`src/rtl/ipf_bo_engine_if.sv`:
```
// Streaming pixel interface of the band-offset engine: upstream pixel/parameter
// inputs with in_en/busy flow control, and downstream addressed pixel outputs.
interface ipf_bo_engine_if #(
  parameter int PIX_W  = 8,
  parameter int ADDR_W = 14,
  parameter int XY_W   = 4
);
  logic              in_en;
  logic [PIX_W-1:0]  din;
  logic [1:0]        ipf_type;
  logic [4:0]        ipf_band_pos;
  logic              ipf_wo_class;
  logic [15:0]       ipf_offset;
  logic [XY_W-1:0]   lcu_x;
  logic [XY_W-1:0]   lcu_y;
  logic [1:0]        lcu_size;
  logic              busy;
  logic              out_en;
  logic [PIX_W-1:0]  dout;
  logic [ADDR_W-1:0] dout_addr;
  logic              finish;

  modport master (
    output in_en, din, ipf_type, ipf_band_pos, ipf_wo_class, ipf_offset,
           lcu_x, lcu_y, lcu_size,
    input  busy, out_en, dout, dout_addr, finish
  );

  modport slave (
    input  in_en, din, ipf_type, ipf_band_pos, ipf_wo_class, ipf_offset,
           lcu_x, lcu_y, lcu_size,
    output busy, out_en, dout, dout_addr, finish
  );
endinterface

```
`src/rtl/ipf_bo_engine.sv`:
```
// Band-offset filter stage: per-LCU band/uniform offset with clipping, two-stage
// pipeline, absolute raster addressing and end-of-frame signalling.
module ipf_bo_engine #(
  parameter int PIX_W  = 8,
  parameter int IMG_W  = 128,
  parameter int IMG_H  = 128,
  parameter int ADDR_W = 14,
  parameter int XY_W   = 4
) (
  input  logic           clk,
  input  logic           reset,
  ipf_bo_engine_if.slave bus
);

  localparam int NPIX  = IMG_W * IMG_H;
  localparam int CNT_W = $clog2(NPIX + 1);
  localparam int OSH   = PIX_W - 8;

  typedef enum logic [1:0] {ST_RUN, ST_GAP, ST_DONE} state_t;

  state_t            state_q, state_d;
  logic [5:0]        px_q, px_d, py_q, py_d;
  logic [CNT_W-1:0]  cnt_q, cnt_d;

  logic [1:0]        type_q, type_d;
  logic [4:0]        bp_q, bp_d;
  logic              wo_q, wo_d;
  logic [15:0]       off_q, off_d;
  logic [XY_W-1:0]   lx_q, lx_d, ly_q, ly_d;
  logic [2:0]        sh_q, sh_d;

  logic              v1_q, v1_d, last1_q, last1_d;
  logic [PIX_W-1:0]  din1_q, din1_d;
  logic [3:0]        off1_q, off1_d;
  logic [ADDR_W-1:0] addr1_q, addr1_d;

  logic              v2_q, v2_d, last2_q, last2_d, fin_q, fin_d;
  logic [PIX_W-1:0]  dout_q, dout_d;
  logic [ADDR_W-1:0] addr2_q, addr2_d;

  logic              accept, first, px_end, py_end, frame_last, apply;
  logic [1:0]        type_e;
  logic [4:0]        bp_e, band, k;
  logic              wo_e;
  logic [15:0]       off_e;
  logic [XY_W-1:0]   lx_e, ly_e;
  logic [2:0]        sh_in, sh_e;
  logic [5:0]        smax;
  logic [3:0]        osel;
  logic signed [PIX_W+1:0] offs, sum;

  always_comb begin
    case (bus.lcu_size)
      2'd1:    sh_in = 3'd5;
      2'd2:    sh_in = 3'd6;
      default: sh_in = 3'd4;
    endcase

    // On LCU pixel 0 the live inputs are used directly, since they are only
    // being latched at this same edge.
    first  = (px_q == '0) && (py_q == '0);
    type_e = first ? bus.ipf_type     : type_q;
    bp_e   = first ? bus.ipf_band_pos : bp_q;
    wo_e   = first ? bus.ipf_wo_class : wo_q;
    off_e  = first ? bus.ipf_offset   : off_q;
    lx_e   = first ? bus.lcu_x        : lx_q;
    ly_e   = first ? bus.lcu_y        : ly_q;
    sh_e   = first ? sh_in            : sh_q;

    smax       = 6'((7'd1 << sh_e) - 7'd1);
    px_end     = (px_q == smax);
    py_end     = (py_q == smax);
    frame_last = (cnt_q == CNT_W'(NPIX - 1));
    accept     = bus.in_en && (state_q == ST_RUN);

    state_d = state_q;
    px_d    = px_q;
    py_d    = py_q;
    cnt_d   = cnt_q;
    type_d  = type_q;
    bp_d    = bp_q;
    wo_d    = wo_q;
    off_d   = off_q;
    lx_d    = lx_q;
    ly_d    = ly_q;
    sh_d    = sh_q;

    case (state_q)
      ST_RUN: begin
        if (accept) begin
          if (frame_last)            state_d = ST_DONE;
          else if (px_end && py_end) state_d = ST_GAP;
        end
      end
      ST_GAP:  state_d = ST_RUN;
      default: state_d = ST_DONE;
    endcase

    if (accept) begin
      cnt_d = cnt_q + 1'b1;
      px_d  = px_end ? '0 : px_q + 1'b1;
      if (px_end) py_d = py_end ? '0 : py_q + 1'b1;
      if (first) begin
        type_d = bus.ipf_type;
        bp_d   = bus.ipf_band_pos;
        wo_d   = bus.ipf_wo_class;
        off_d  = bus.ipf_offset;
        lx_d   = bus.lcu_x;
        ly_d   = bus.lcu_y;
        sh_d   = sh_in;
      end
    end

    band  = bus.din[PIX_W-1 -: 5];
    k     = band - bp_e;
    apply = (type_e == 2'd1) && (wo_e || (k[4:2] == 3'b000));
    case (wo_e ? 2'd0 : k[1:0])
      2'd0:    osel = off_e[15:12];
      2'd1:    osel = off_e[11:8];
      2'd2:    osel = off_e[7:4];
      default: osel = off_e[3:0];
    endcase

    v1_d    = accept;
    last1_d = accept && frame_last;
    din1_d  = accept ? bus.din : din1_q;
    off1_d  = accept ? (apply ? osel : 4'd0) : off1_q;
    addr1_d = accept ? ADDR_W'((((32'(ly_e) << sh_e) + 32'(py_q)) * 32'(IMG_W))
                               + (32'(lx_e) << sh_e) + 32'(px_q))
                     : addr1_q;

    offs = $signed({{(PIX_W-2){off1_q[3]}}, off1_q}) <<< OSH;
    sum  = $signed({2'b00, din1_q}) + offs;

    v2_d    = v1_q;
    last2_d = last1_q;
    addr2_d = v1_q ? addr1_q : addr2_q;
    dout_d  = dout_q;
    if (v1_q) begin
      if (sum[PIX_W+1])  dout_d = '0;
      else if (sum[PIX_W]) dout_d = '1;
      else               dout_d = sum[PIX_W-1:0];
    end
    fin_d = v2_q && last2_q;
  end

  always_ff @(posedge clk or negedge reset) begin
    if (!reset) begin
      state_q <= ST_RUN;
      px_q    <= '0;
      py_q    <= '0;
      cnt_q   <= '0;
      type_q  <= '0;
      bp_q    <= '0;
      wo_q    <= 1'b0;
      off_q   <= '0;
      lx_q    <= '0;
      ly_q    <= '0;
      sh_q    <= '0;
      v1_q    <= 1'b0;
      last1_q <= 1'b0;
      din1_q  <= '0;
      off1_q  <= '0;
      addr1_q <= '0;
      v2_q    <= 1'b0;
      last2_q <= 1'b0;
      dout_q  <= '0;
      addr2_q <= '0;
      fin_q   <= 1'b0;
    end else begin
      state_q <= state_d;
      px_q    <= px_d;
      py_q    <= py_d;
      cnt_q   <= cnt_d;
      type_q  <= type_d;
      bp_q    <= bp_d;
      wo_q    <= wo_d;
      off_q   <= off_d;
      lx_q    <= lx_d;
      ly_q    <= ly_d;
      sh_q    <= sh_d;
      v1_q    <= v1_d;
      last1_q <= last1_d;
      din1_q  <= din1_d;
      off1_q  <= off1_d;
      addr1_q <= addr1_d;
      v2_q    <= v2_d;
      last2_q <= last2_d;
      dout_q  <= dout_d;
      addr2_q <= addr2_d;
      fin_q   <= fin_d;
    end
  end

  assign bus.busy      = (state_q != ST_RUN);
  assign bus.out_en    = v2_q;
  assign bus.dout      = dout_q;
  assign bus.dout_addr = addr2_q;
  assign bus.finish    = fin_q;

endmodule

```
`src/flat_wrapper.sv`:
```
// flat-port wrapper written by rule: the top's interface ports become plain ports
module ipf_bo_engine_flat 
#(
  parameter int PIX_W  = 8,
  parameter int IMG_W  = 128,
  parameter int IMG_H  = 128,
  parameter int ADDR_W = 14,
  parameter int XY_W   = 4
)
  (clk, reset, bus_in_en, bus_din, bus_ipf_type, bus_ipf_band_pos, bus_ipf_wo_class, bus_ipf_offset, bus_lcu_x, bus_lcu_y, bus_lcu_size, bus_busy, bus_out_en, bus_dout, bus_dout_addr, bus_finish);
  ipf_bo_engine_if #(.PIX_W(PIX_W), .ADDR_W(ADDR_W), .XY_W(XY_W)) bus_i ();
  input  logic clk;
  input  logic reset;
  input wire logic [$bits(bus_i.in_en)-1:0] bus_in_en;
  input wire logic [$bits(bus_i.din)-1:0] bus_din;
  input wire logic [$bits(bus_i.ipf_type)-1:0] bus_ipf_type;
  input wire logic [$bits(bus_i.ipf_band_pos)-1:0] bus_ipf_band_pos;
  input wire logic [$bits(bus_i.ipf_wo_class)-1:0] bus_ipf_wo_class;
  input wire logic [$bits(bus_i.ipf_offset)-1:0] bus_ipf_offset;
  input wire logic [$bits(bus_i.lcu_x)-1:0] bus_lcu_x;
  input wire logic [$bits(bus_i.lcu_y)-1:0] bus_lcu_y;
  input wire logic [$bits(bus_i.lcu_size)-1:0] bus_lcu_size;
  output wire logic [$bits(bus_i.busy)-1:0] bus_busy;
  output wire logic [$bits(bus_i.out_en)-1:0] bus_out_en;
  output wire logic [$bits(bus_i.dout)-1:0] bus_dout;
  output wire logic [$bits(bus_i.dout_addr)-1:0] bus_dout_addr;
  output wire logic [$bits(bus_i.finish)-1:0] bus_finish;
  assign bus_i.in_en = bus_in_en;
  assign bus_i.din = bus_din;
  assign bus_i.ipf_type = bus_ipf_type;
  assign bus_i.ipf_band_pos = bus_ipf_band_pos;
  assign bus_i.ipf_wo_class = bus_ipf_wo_class;
  assign bus_i.ipf_offset = bus_ipf_offset;
  assign bus_i.lcu_x = bus_lcu_x;
  assign bus_i.lcu_y = bus_lcu_y;
  assign bus_i.lcu_size = bus_lcu_size;
  assign bus_busy = bus_i.busy;
  assign bus_out_en = bus_i.out_en;
  assign bus_dout = bus_i.dout;
  assign bus_dout_addr = bus_i.dout_addr;
  assign bus_finish = bus_i.finish;
  ipf_bo_engine #(.PIX_W(PIX_W), .IMG_W(IMG_W), .IMG_H(IMG_H), .ADDR_W(ADDR_W), .XY_W(XY_W)) u_core (.clk(clk), .reset(reset), .bus(bus_i));
endmodule
```
`config.mk`:
```
export PLATFORM = sky130hd
export DESIGN_NAME = ipf_bo_engine_flat
export DESIGN_NICKNAME = d
export VERILOG_FILES = /design/src/rtl/ipf_bo_engine_if.sv /design/src/rtl/ipf_bo_engine.sv /design/src/flat_wrapper.sv
export SDC_FILE = /design/constraint.sdc
export NUM_CORES = 1
export LEC_CHECK = 0
export ABC_AREA = 0
export ABC_CLOCK_PERIOD_IN_PS = 7500
export CAP_MARGIN = 20
export CORE_MARGIN = 2
export CORE_UTILIZATION = 37
export DETAILED_ROUTE_END_ITERATION = 12
export GPL_TIMING_DRIVEN = 1
export HOLD_SLACK_MARGIN = 0.02
export PLACE_DENSITY_LB_ADDON = 0.08
export SLEW_MARGIN = 20
export SYNTH_ARGS = -nofsm -noshare
export SYNTH_HDL_FRONTEND = slang
export SYNTH_SLANG_ARGS = --single-unit
```
`constraint.sdc`:
```
create_clock -name clk -period 7.5 [get_ports clk]
set_input_delay 1.5 -clock clk [delete_from_list [all_inputs] [get_ports clk]]
set_output_delay 1.5 -clock clk [all_outputs]
set_load 0.05 [all_outputs]
```
# After elaboration in Yosys (flattened, before gate mapping)
# Index checks and enable logic that the tools add are counted.
[totals]
ff_bits = 117
output_inout_bits = 25
[classes]
add_sub_neg = 9
n_eq_ne = 11
shifts = 3
n_mux = 19
reduce_logical = 15
[ops]
columns = ["op", "n"]
rows = [
  ["$mux 16", 1],
  ["$mux 8", 2],
  ["$add 15x1->15 const B", 1],
  ["$eq 15x14->1 const B", 1],
  ["$add 14x14->14", 1],
  ["$add 14x6->14", 1],
  ["$shl 4x3->14", 1],
  ["$add 6x1->6 const B", 2],
  ["$eq 6x6->1", 2],
  ["$logic_not 6->1", 2],
  ["$mux 4", 3],
  ["$mux 6", 2],
  ["$pmux 4 s3", 1],
  ["$add 9x4->10", 1],
  ["$mux 2", 5],
  ["$eq 2x1->1 const B", 4],
  ["$pmux 2 s2", 2],
  ["$add 7x6->7", 1],
  ["$shl 4x3->7", 1],
  ["$logic_and 1x1->1", 6],
  ["$shl 1x3->6 const A", 1],
  ["$sub 6x1->6 const B", 1],
  ["$mux 5", 1],
  ["$sub 5x5->5", 1],
  ["other kinds (10)", 13],
]

# Depth between registers and ports, before layout
# Gate-level depths: netlist of run 1.
[logic_depth]
ltp_word = 11
mapped_depth = 19
mapped_depth_nobuf = 17

# Worst setup path after synthesis of run 1
# No wires, ideal clock.
[synth_path]
kind = "input port to flip-flop"
from = "input port bus_lcu_size[0]"
to = "register u_core.addr1_q[11]"
setup_time_ns = 0.136
arrival_time_ns = 4.135
t_required_ns = 7.364
path_slack_ns = 3.230
path_stages = 15
n_path_buf = 2
path_cell_list = "clkbuf_1 nor2b_1 clkbuf_1 mux2i_1 mux2_2 nor2_1 a211oi_1 ha_1 xnor2_1 ha_1 a2111oi_0 o31ai_1 nand2_1 xor2_1 o21ai_0"
[synth_via]
elab_chain_cells = 7
word_cells_on_any_way = 9
classes_between = "add/sub (3); eq/ne (2); shift (2); mux (2)"
[synth_rtl]
columns = ["element", "line", "source"]
rows = [
  ["from (decl)", "flat_wrapper.sv:22", "input wire logic [$bits(bus_i.lcu_size)-1:0] bus_lcu_size;"],
  ["$eq 2x2->1 / $eq 2x1->1 (equally long branches)", "ipf_bo_engine.sv:53", "case (bus.lcu_size)"],
  ["$pmux 2 s2 (*)", "ipf_bo_engine.sv:53", ""],
  ["$mux 3 (*)", "n/a", ""],
  ["$shl 4x3->7", "ipf_bo_engine.sv:128", "addr1_d = accept ? ADDR_W'((((32'(ly_e) << sh_e) + 32'(py_q)) * 32'(IMG_W))"],
  ["$add 7x6->7", "ipf_bo_engine.sv:128", ""],
  ["$add 14x14->14 (*)", "ipf_bo_engine.sv:129", "+ (32'(lx_e) << sh_e) + 32'(px_q))"],
  ["$add 14x6->14 (*)", "ipf_bo_engine.sv:129", ""],
  ["to (signal assigned)", "ipf_bo_engine.sv:186", "addr1_q <= addr1_d;"],
  ["to (decl)", "ipf_bo_engine.sv:35", "logic [ADDR_W-1:0] addr1_q, addr1_d;"],
]
# Every way passes the cells marked *; elsewhere a longest branch is shown, timed or not.
# A chain may end at the register's enable or synchronous reset.

# Worst setup path in the final report of run 1
# Same ends and word-level chain as after synthesis.

==> reports/qor.csv, run 1 <==
stage,metric,value,unit
outcome,status,completed,
timing,endpoints failing setup,0,
synth,cells after synthesis,708,
finish,Fillers,1756,
clock_network,hold buffers post-CTS,0,
place,Routability Congestion,0.843,
pwr,P_sw,528,uW
clock_network,clock sink count,117,
finish,Area Growth Syn to Fin,20.2,%
setup_path,crit path kind,in2reg,
drt,drt first pass iters,5,
grt,antenna violations before repair,0,
synth,Mapped Area,7060,um^2
setup_path,crit path max fanout,8,
drt,routed vias/inst,5.26,
synth,"flops & latches, synth",117,
synth,"FFs w/ async S/R, synth",100,%
floorplan,I/O pins,70,
timing,Rel. slew slack,46.5,%
clock_network,# H-tree levels,4,
synth,Syn Nets,793,
finish,fin nets,853,
floorplan,die width,142,um
floorplan,Core Area,18700,um^2
clock_network,PostCTS Resize Cnt,0,
drt,total wire length,16400,um
setup_path,CP Capture Type,flop,
grt,largest net degree at the start of global routing,82,
drt,wire per inst,16.2,um
setup_path,CP Launch Type,primary input,
synth,Yosys warnings,0,
pwr,clock share of power,41.7,%
synth,Mapped Avg Cell Area,9.97,um^2
clock_network,Clock Latency Late Sink,0.41,ns
floorplan,Initial Utilization,37.7,%
setup_path,worst path bufs/invs,1,
timing,FMAX,0.205,GHz
clock_network,CTS tree,yes,
synth,"EDFF count, synth",0,
place,number of port buffers,69,
synth,register area share after synthesis,41.5,%
synth,Synth Flop Type,dfrtp_1,
setup_path,CP arrival,5.13,ns
timing,final slew viol count,0,
grt,total global routing overflow,0,
setup_path,"Top cell by count, worst path",ha_1,
timing,Slew @ Worst Pin,0.796,ns
finish,ant diodes,0,
setup_path,CP required,7.76,ns
clock_network,clk root buf,clkbuf_16,
finish,"commonest non-fill, non-tap cell in the layout",dfrtp_1,
timing,worst clock skew,0.0124,ns
floorplan,Chip Height,142,um
drt,DRT iter0 DRCs,323,
job,Max-cap violations,0,
pwr,switch share,29.8,%
synth,Yosys cell types,61,
setup_path,worst path cell trace,clkdlybuf4s50_1 > nor2b_1 > mux2i_1 > mux2_2 > nor2_1 > a211oi_1 > ha_1 > xnor2_1 > ha_1 > a2111oi_0 > o31ai_1 > nand2_1 > xor2_1 > o21ai_0,
timing,Setup TNS,0,ns
grt,first-pass GRT wire length,27600,um
setup_path,crit path max-delay cell type,clkdlybuf4s50_1,
pwr,share of power burned in registers,41.7,%
hold_path,Hold Path Class,reg2reg,
floorplan,Core Rows,50,
clock_network,clock transition at the registers of the reported paths,0.06,ns
timing,crit path time final,4.87,ns
timing,fin crit share,64.9,%
pwr,total power draw,1770,uW
finish,"commonest non-fill, non-tap cells in the layout","dfrtp_1 (117), nand2_1 (69), clkdlybuf4s50_1 (68)",
grt,GRT Total Usage,17.2,%
timing,"Hold Violations, Final",0,
floorplan,die area,20200,um^2
drt,# DRC,0,
clock_network,CTS Buf Count,17,
timing,RSZ-0062 raised after global routing,no,
pwr,peak supply drop,0.156,mV
grt,vias in the first global route,5375,
pwr,internal power,1250,uW
setup_path,CP max stage delay,0.63,ns
place,post-detail-place hpwl,11900,um
pwr,Comb pwr share,16.6,%
pwr,leak pwr,0.00385,uW
clock_network,CTS Buffer Depth,2,
drt,ANT nets after route,0,
drt,vias,5329,
finish,share of cells above drive strength 1,12.8,%
setup_path,kind of cell adding the most delay to the critical path,compound AO/OA/AOI/OAI gates,
clock_network,post-CTS setup buffers,0,
pwr,PwrDens,209,nW/um^2
logic make-up after synthesis:
logic type | share of synthesized area, %
AO/OA/AOI/OAI | 14.4
XOR/XNOR | 6.08
adder cells (fa/ha/maj) | 7.52
buffers and inverters | 3.53
flip-flops | 41.5
multiplexers | 12.3
AND/OR/NAND/NOR | 14.7
power by group through the flow:
stage,registers (uW),clock network [uW],logic (uW)
2_1_floorplan,793,0,136
3_3_place_gp,750,0,288
3_5_place_dp,751,0,296
4_1_cts,741,759,298
5_1_grt,749,787,323
6_report,740,739,294
area by class of cell:
cell class | count | area (um^2) | share of cell area [%]
Multi-Input combinational cell | 529 | 3880 | 45.8
Sequential cell | 117 | 2930 | 34.5
Timing Repair Buffer | 74 | 729 | 8.60
Clock buffer | 18 | 439 | 5.18
Tap cell | 234 | 293 | 3.45
Inverter | 29 | 109 | 1.28
Clock inverter | 13 | 103 | 1.21
layer usage:
metal	global-route usage, %	up-vias	share of wire, %
met5	0	-	0
met4	5.89	0	2.0
met3	3.33	21	3.1
met2	26.3	115	44
met1	24.4	2531	51
li1	-	2662	-
state kept, by name (all words and copies together) (netlist names), 5 cells and up:
name and count:
u_core.addr1_q 14, u_core.bp_q 5, u_core.bus.dout 8, u_core.bus.dout_addr 14, u_core.cnt_q 15, u_core.din1_q 8
u_core.off_q 16, u_core.px_q 6, u_core.py_q 6
worst reg2reg max path, cell delays in order, from the launching register on:
cell	delay (ns)
dfrtp_1	0.47
nor4_2	0.60
and3_1	0.59
buf_4	0.31
a211oi_1	0.10
nor4_1	0.58
ha_1	0.37
a211oi_1	0.26
nor2_1	0.12
o41ai_1	0.46
o31ai_1	0.21
nand2_1	0.11
xor2_1	0.14
o21ai_0	0.08
cells in the mapped netlist (all sizes together) (10+ instances only):
master,n,share of area (%)
a21oi,25,1.8
a22oi,15,1.6
and3,13,1.2
clkbuf,24,1.3
dfrtp,117,41
ha,36,6.4
inv,29,1.5
mux2,52,8.3
mux2i,26,3.7
nand2,70,3.8
nand3,13,0.99
nor2,43,2.3
nor2b,15,1.3
nor3,10,0.71
o21ai,44,3.1
o22ai,11,0.97
xnor2,36,4.5
xor2,13,1.6
worst paths after layout:
path	start	slack (ns)	to	depth (start not counted)
worst max-delay path	bus_lcu_size[0]	2.63	u_core.addr1_q[11]$_DFFE_PN0P_	14
worst min-delay path	u_core.last1_q$_DFF_PN0_	0.38	u_core.last2_q$_DFF_PN0_	0
worst max register to register	u_core.py_q[3]$_DFFE_PN0P_	2.97	u_core.addr1_q[11]$_DFFE_PN0P_	13
worst min register to register	u_core.last1_q$_DFF_PN0_	0.38	u_core.last2_q$_DFF_PN0_	0
max in group asynchronous	reset	5.36	u_core.lx_q[2]$_DFFE_PN0P_	2
min in group asynchronous	reset	1.04	u_core.bus.dout[5]$_DFFE_PN0P_	1
through the flow:
stage	worst slack, ns	instances	hold WS [ns]	instance area [um^2]	util, %
floorplan	3.23	708	0.331	7060	-
global placement	2.44	983	0.354	7940	42.4
detailed placement	2.21	983	0.352	7940	42.4
CTS	2.65	1014	0.374	8480	45.3
global route	2.36	1014	0.379	8480	45.4
finish	2.63	1014	0.376	8480	45.4
(Power assumes the default switching activity.)
==> run 2, diff against run 1 <==
--- a/config.mk
+++ b/config.mk
@@ -6,7 +6,7 @@
 export NUM_CORES = 1
 export LEC_CHECK = 0
 export ABC_AREA = 0
-export ABC_CLOCK_PERIOD_IN_PS = 7500
+export ABC_CLOCK_PERIOD_IN_PS = 4420
 export CAP_MARGIN = 20
 export CORE_MARGIN = 2
 export CORE_UTILIZATION = 37
==> constraint.sdc (replaced) <==
create_clock -name clk -period 4.42 [get_ports clk]
set_input_delay 0.884 -clock clk [delete_from_list [all_inputs] [get_ports clk]]
set_output_delay 0.884 -clock clk [all_outputs]
set_load 0.05 [all_outputs]
==> run 2 against run 1 <==
Compared with the run above:
- clock-buffer cell count increased by 3
- wire length up 2.4%
- sequential cell count unchanged
- global-route usage grew 0.55 points
- clock skew fell by 0.0018 ns
- total power increased by 77%
- clock power up 85%
- worst hold slack worse by 0.015 ns
- cell area is 2.1% higher
- core utilization up 0.96 points
- sequential share of layout area fell by 0.72 points
- critical path type is now reg2reg
- critical endpoint unchanged
==> reports/qor.csv, run 2 (synthesis results as in run 1) <==
stage,metric,value,unit,change
timing,FMAX,0.249,GHz,
grt,vias in the first global route,5648,,was 5375
setup_path,"Top cell by count, worst path",ha_1,,unchanged
setup_path,CP Launch Type,flop,,was primary input
grt,Most Crowded Layer GR,met2,,unchanged
drt,routed vias/inst,5.25,,was 5.26
drt,vias,5419,,was 5329
place,Routability Congestion,0.863,,was 0.843
setup_path,CP max stage delay,0.52,ns,was 0.63 ns
clock_network,post-CTS setup buffers,0,,unchanged
grt,first-pass GRT wire length,28400,um,was 27600 um
setup_path,crit path max-delay cell type,dfrtp_1,,was clkdlybuf4s50_1
timing,crit path time final,4.02,ns,
timing,PnR worst setup slack,0.400,ns,was 2.63 ns
clock_network,clock sink count,117,,unchanged
grt,met2 usage,28.0,%,was 26.3%
pwr,leak pwr,0.00397,uW,was 0.00385 uW
finish,most flop-heavy register,u_core.off_q,,unchanged
finish,"commonest non-fill, non-tap cells in the layout","dfrtp_1 (117), nand2_1 (69), clkdlybuf4s50_1 (68)",,unchanged
timing,Rel. slew slack,50.5,%,was 46.5%
place,post-detail-place hpwl,12600,um,was 11900 um
timing,Slew @ Worst Pin,0.742,ns,was 0.796 ns
pwr,total power draw,3150,uW,was 1770 uW
job,Max-cap violations,0,,unchanged
clock_network,# H-tree levels,4,,unchanged
setup_path,R2R setup slack,0.40,ns,was 2.97 ns
drt,wire per inst,16.3,um,was 16.2 um
clock_network,CTS tree,yes,,unchanged
setup_path,CP Capture Type,flop,,unchanged
grt,M3 GR Usage,3.63,%,was 3.33%
setup_path,crit path kind,reg2reg,,was in2reg
floorplan,die width,142,um,unchanged
grt,GRT Total Usage,17.7,%,was 17.2%
finish,number of flip-flops in the largest register,16,,unchanged
grt,met1 Use GR,24.3,%,was 24.4%
clock_network,clk root buf,clkbuf_16,,unchanged
timing,Setup TNS,0,ns,unchanged
pwr,peak supply drop,0.256,mV,was 0.156 mV
setup_path,worst path cell trace,inv_1 > ha_1 > and4bb_1 > nand3_2 > nand2b_1 > nor3_1 > ha_1 > a21o_1 > a21oi_1 > xnor2_1 > ha_1 > a2111oi_0 > o31ai_1 > nand2_1 > xor2_1 > o21ai_0,,was clkdlybuf4s50_1 > nor2b_1 > mux2i_1 > mux2_2 > nor2_1 > a211oi_1 > ha_1 > xnor2_1 > ha_1 > a2111oi_0 > o31ai_1 > nand2_1 > xor2_1 > o21ai_0
place,number of port buffers,69,,unchanged
drt,ANT nets after route,0,,unchanged
timing,fin crit share,90.9,%,
timing,"Hold Violations, Final",0,,unchanged
finish,"commonest non-fill, non-tap cell in the layout",dfrtp_1,,unchanged
grt,antenna violations before repair,0,,unchanged
timing,endpoints failing setup,0,,unchanged
finish,largest registers,"u_core.off_q x16, u_core.cnt_q x15",,unchanged
setup_path,CP required,4.70,ns,was 7.76 ns
drt,DRT iter0 DRCs,276,,was 323
drt,drt first pass iters,4,,was 5
floorplan,Core Rows,50,,unchanged
finish,share of cells above drive strength 1,14.8,%,was 12.8%
floorplan,die area,20200,um^2,unchanged
clock_network,clock transition at the registers of the reported paths,0.06,ns,about the same
clock_network,hold buffers post-CTS,0,,unchanged
hold_path,Hold Path Class,reg2reg,,unchanged
floorplan,Core Area,18700,um^2,unchanged
floorplan,I/O pins,70,,unchanged
drt,total wire length,16800,um,was 16400 um
drt,# DRC,0,,unchanged
grt,largest net degree at the start of global routing,57,,was 82
outcome,status,completed,,unchanged
finish,ant diodes,0,,unchanged
clock_network,CTS Buffer Depth,2,,unchanged
clock_network,CTS Buf Count,17,,unchanged
timing,worst clock skew,0.0106,ns,was 0.0124 ns
setup_path,CP arrival,4.30,ns,was 5.13 ns
timing,final slew viol count,0,,unchanged
grt,total global routing overflow,0,,unchanged
clock_network,Clock Latency Late Sink,0.42,ns,was 0.41 ns
floorplan,Chip Height,142,um,unchanged
floorplan,Initial Utilization,37.7,%,unchanged
timing,RSZ-0062 raised after global routing,no,,unchanged
pwr,PwrDens,363,nW/um^2,was 209 nW/um^2
setup_path,crit path max fanout,10,,was 8
finish,Area Growth Syn to Fin,22.7,%,was 20.2%
place,Post-Place Setup Slack,0.259,ns,was 2.21 ns
finish,fin nets,870,,was 853
clock_network,PostCTS Resize Cnt,0,,unchanged
-- run 2: changes by cell type in the layout (fill, tap and decap cells not counted), sizes merged --
cell / before / now
clkbuf: 18 / 21
bufinv: 0 / 2
clkinvlp: 5 / 4
inv: 33 / 29
buf: 6 / 23
clkinv: 4 / 5
-- run 2: worst max-delay path: cells and delay by family (launching register included) --
family                     cells  cell delay, ns
and+or+nand+nor                5            1.20
AOI/OAI and AO/OA              5            1.08
buffers and inverters          1            0.10
adders and majority gates      3            0.73
xor gates and xnor gates       2            0.25
DFF                            1            0.52
-- run 2: layer usage --
layer  routed length (um)  part of all wire [%]
met3                  652                   3.9
met1                 8290                    49
met2                 7650                    45
met4                  235                   1.4
met5                    0                     0
-- run 2: power by group --
group	total (uW)	switching, uW	internal [uW]
clock	1370	499	874
sequential	1250	85.4	1170
combinational	523	298	224
total	3150	883	2260
-- run 2: path summary, 6_finish.rpt --
kind / start / end / cells after the start
hold / removal: u_core.last1_q$_DFF_PN0_ / u_core.last2_q$_DFF_PN0_ / 0
setup / recovery: u_core.px_q[1]$_DFFE_PN0P_ / u_core.addr1_q[11]$_DFFE_PN0P_ / 16
max in group asynchronous: reset / u_core.sh_q[2]$_DFFE_PN0P_ / 2
setup reg to reg: u_core.px_q[1]$_DFFE_PN0P_ / u_core.addr1_q[11]$_DFFE_PN0P_ / 16
min in group asynchronous: reset / u_core.bus.dout[7]$_DFFE_PN0P_ / 1
hold reg to reg: u_core.last1_q$_DFF_PN0_ / u_core.last2_q$_DFF_PN0_ / 0
-- run 2: stage by stage --
stage               cell area [um^2]  cells  hold slack [ns]  utilization, %
floorplan                       7060    708            0.331               -
global placement                8070   1000            0.341            43.1
detailed placement              8070   1000            0.344            43.1
CTS                             8660   1032            0.361            46.3
global route                    8660   1032            0.378            46.3
finish                          8660   1032            0.361            46.3
-- run 2: layout make-up --
cell class	count	area, um^2
clock buffers	21	470
clock inverters	11	126
fillers	1742	10000
inverters	29	109
multi-input cells	529	3880
flip-flops and latches	117	2930
well taps	234	293
repair buffers	91	853
==> run 3, diff against run 2 <==
--- a/config.mk
+++ b/config.mk
@@ -14,7 +14,6 @@
 export GPL_TIMING_DRIVEN = 1
 export HOLD_SLACK_MARGIN = 0.02
 export PLACE_DENSITY_LB_ADDON = 0.08
-export SLEW_MARGIN = 20
 export SYNTH_ARGS = -nofsm -noshare
 export SYNTH_HDL_FRONTEND = slang
 export SYNTH_SLANG_ARGS = --single-unit
==> results of run 3 <==
Final layout, timing and power as in run 2 (identical DEF).
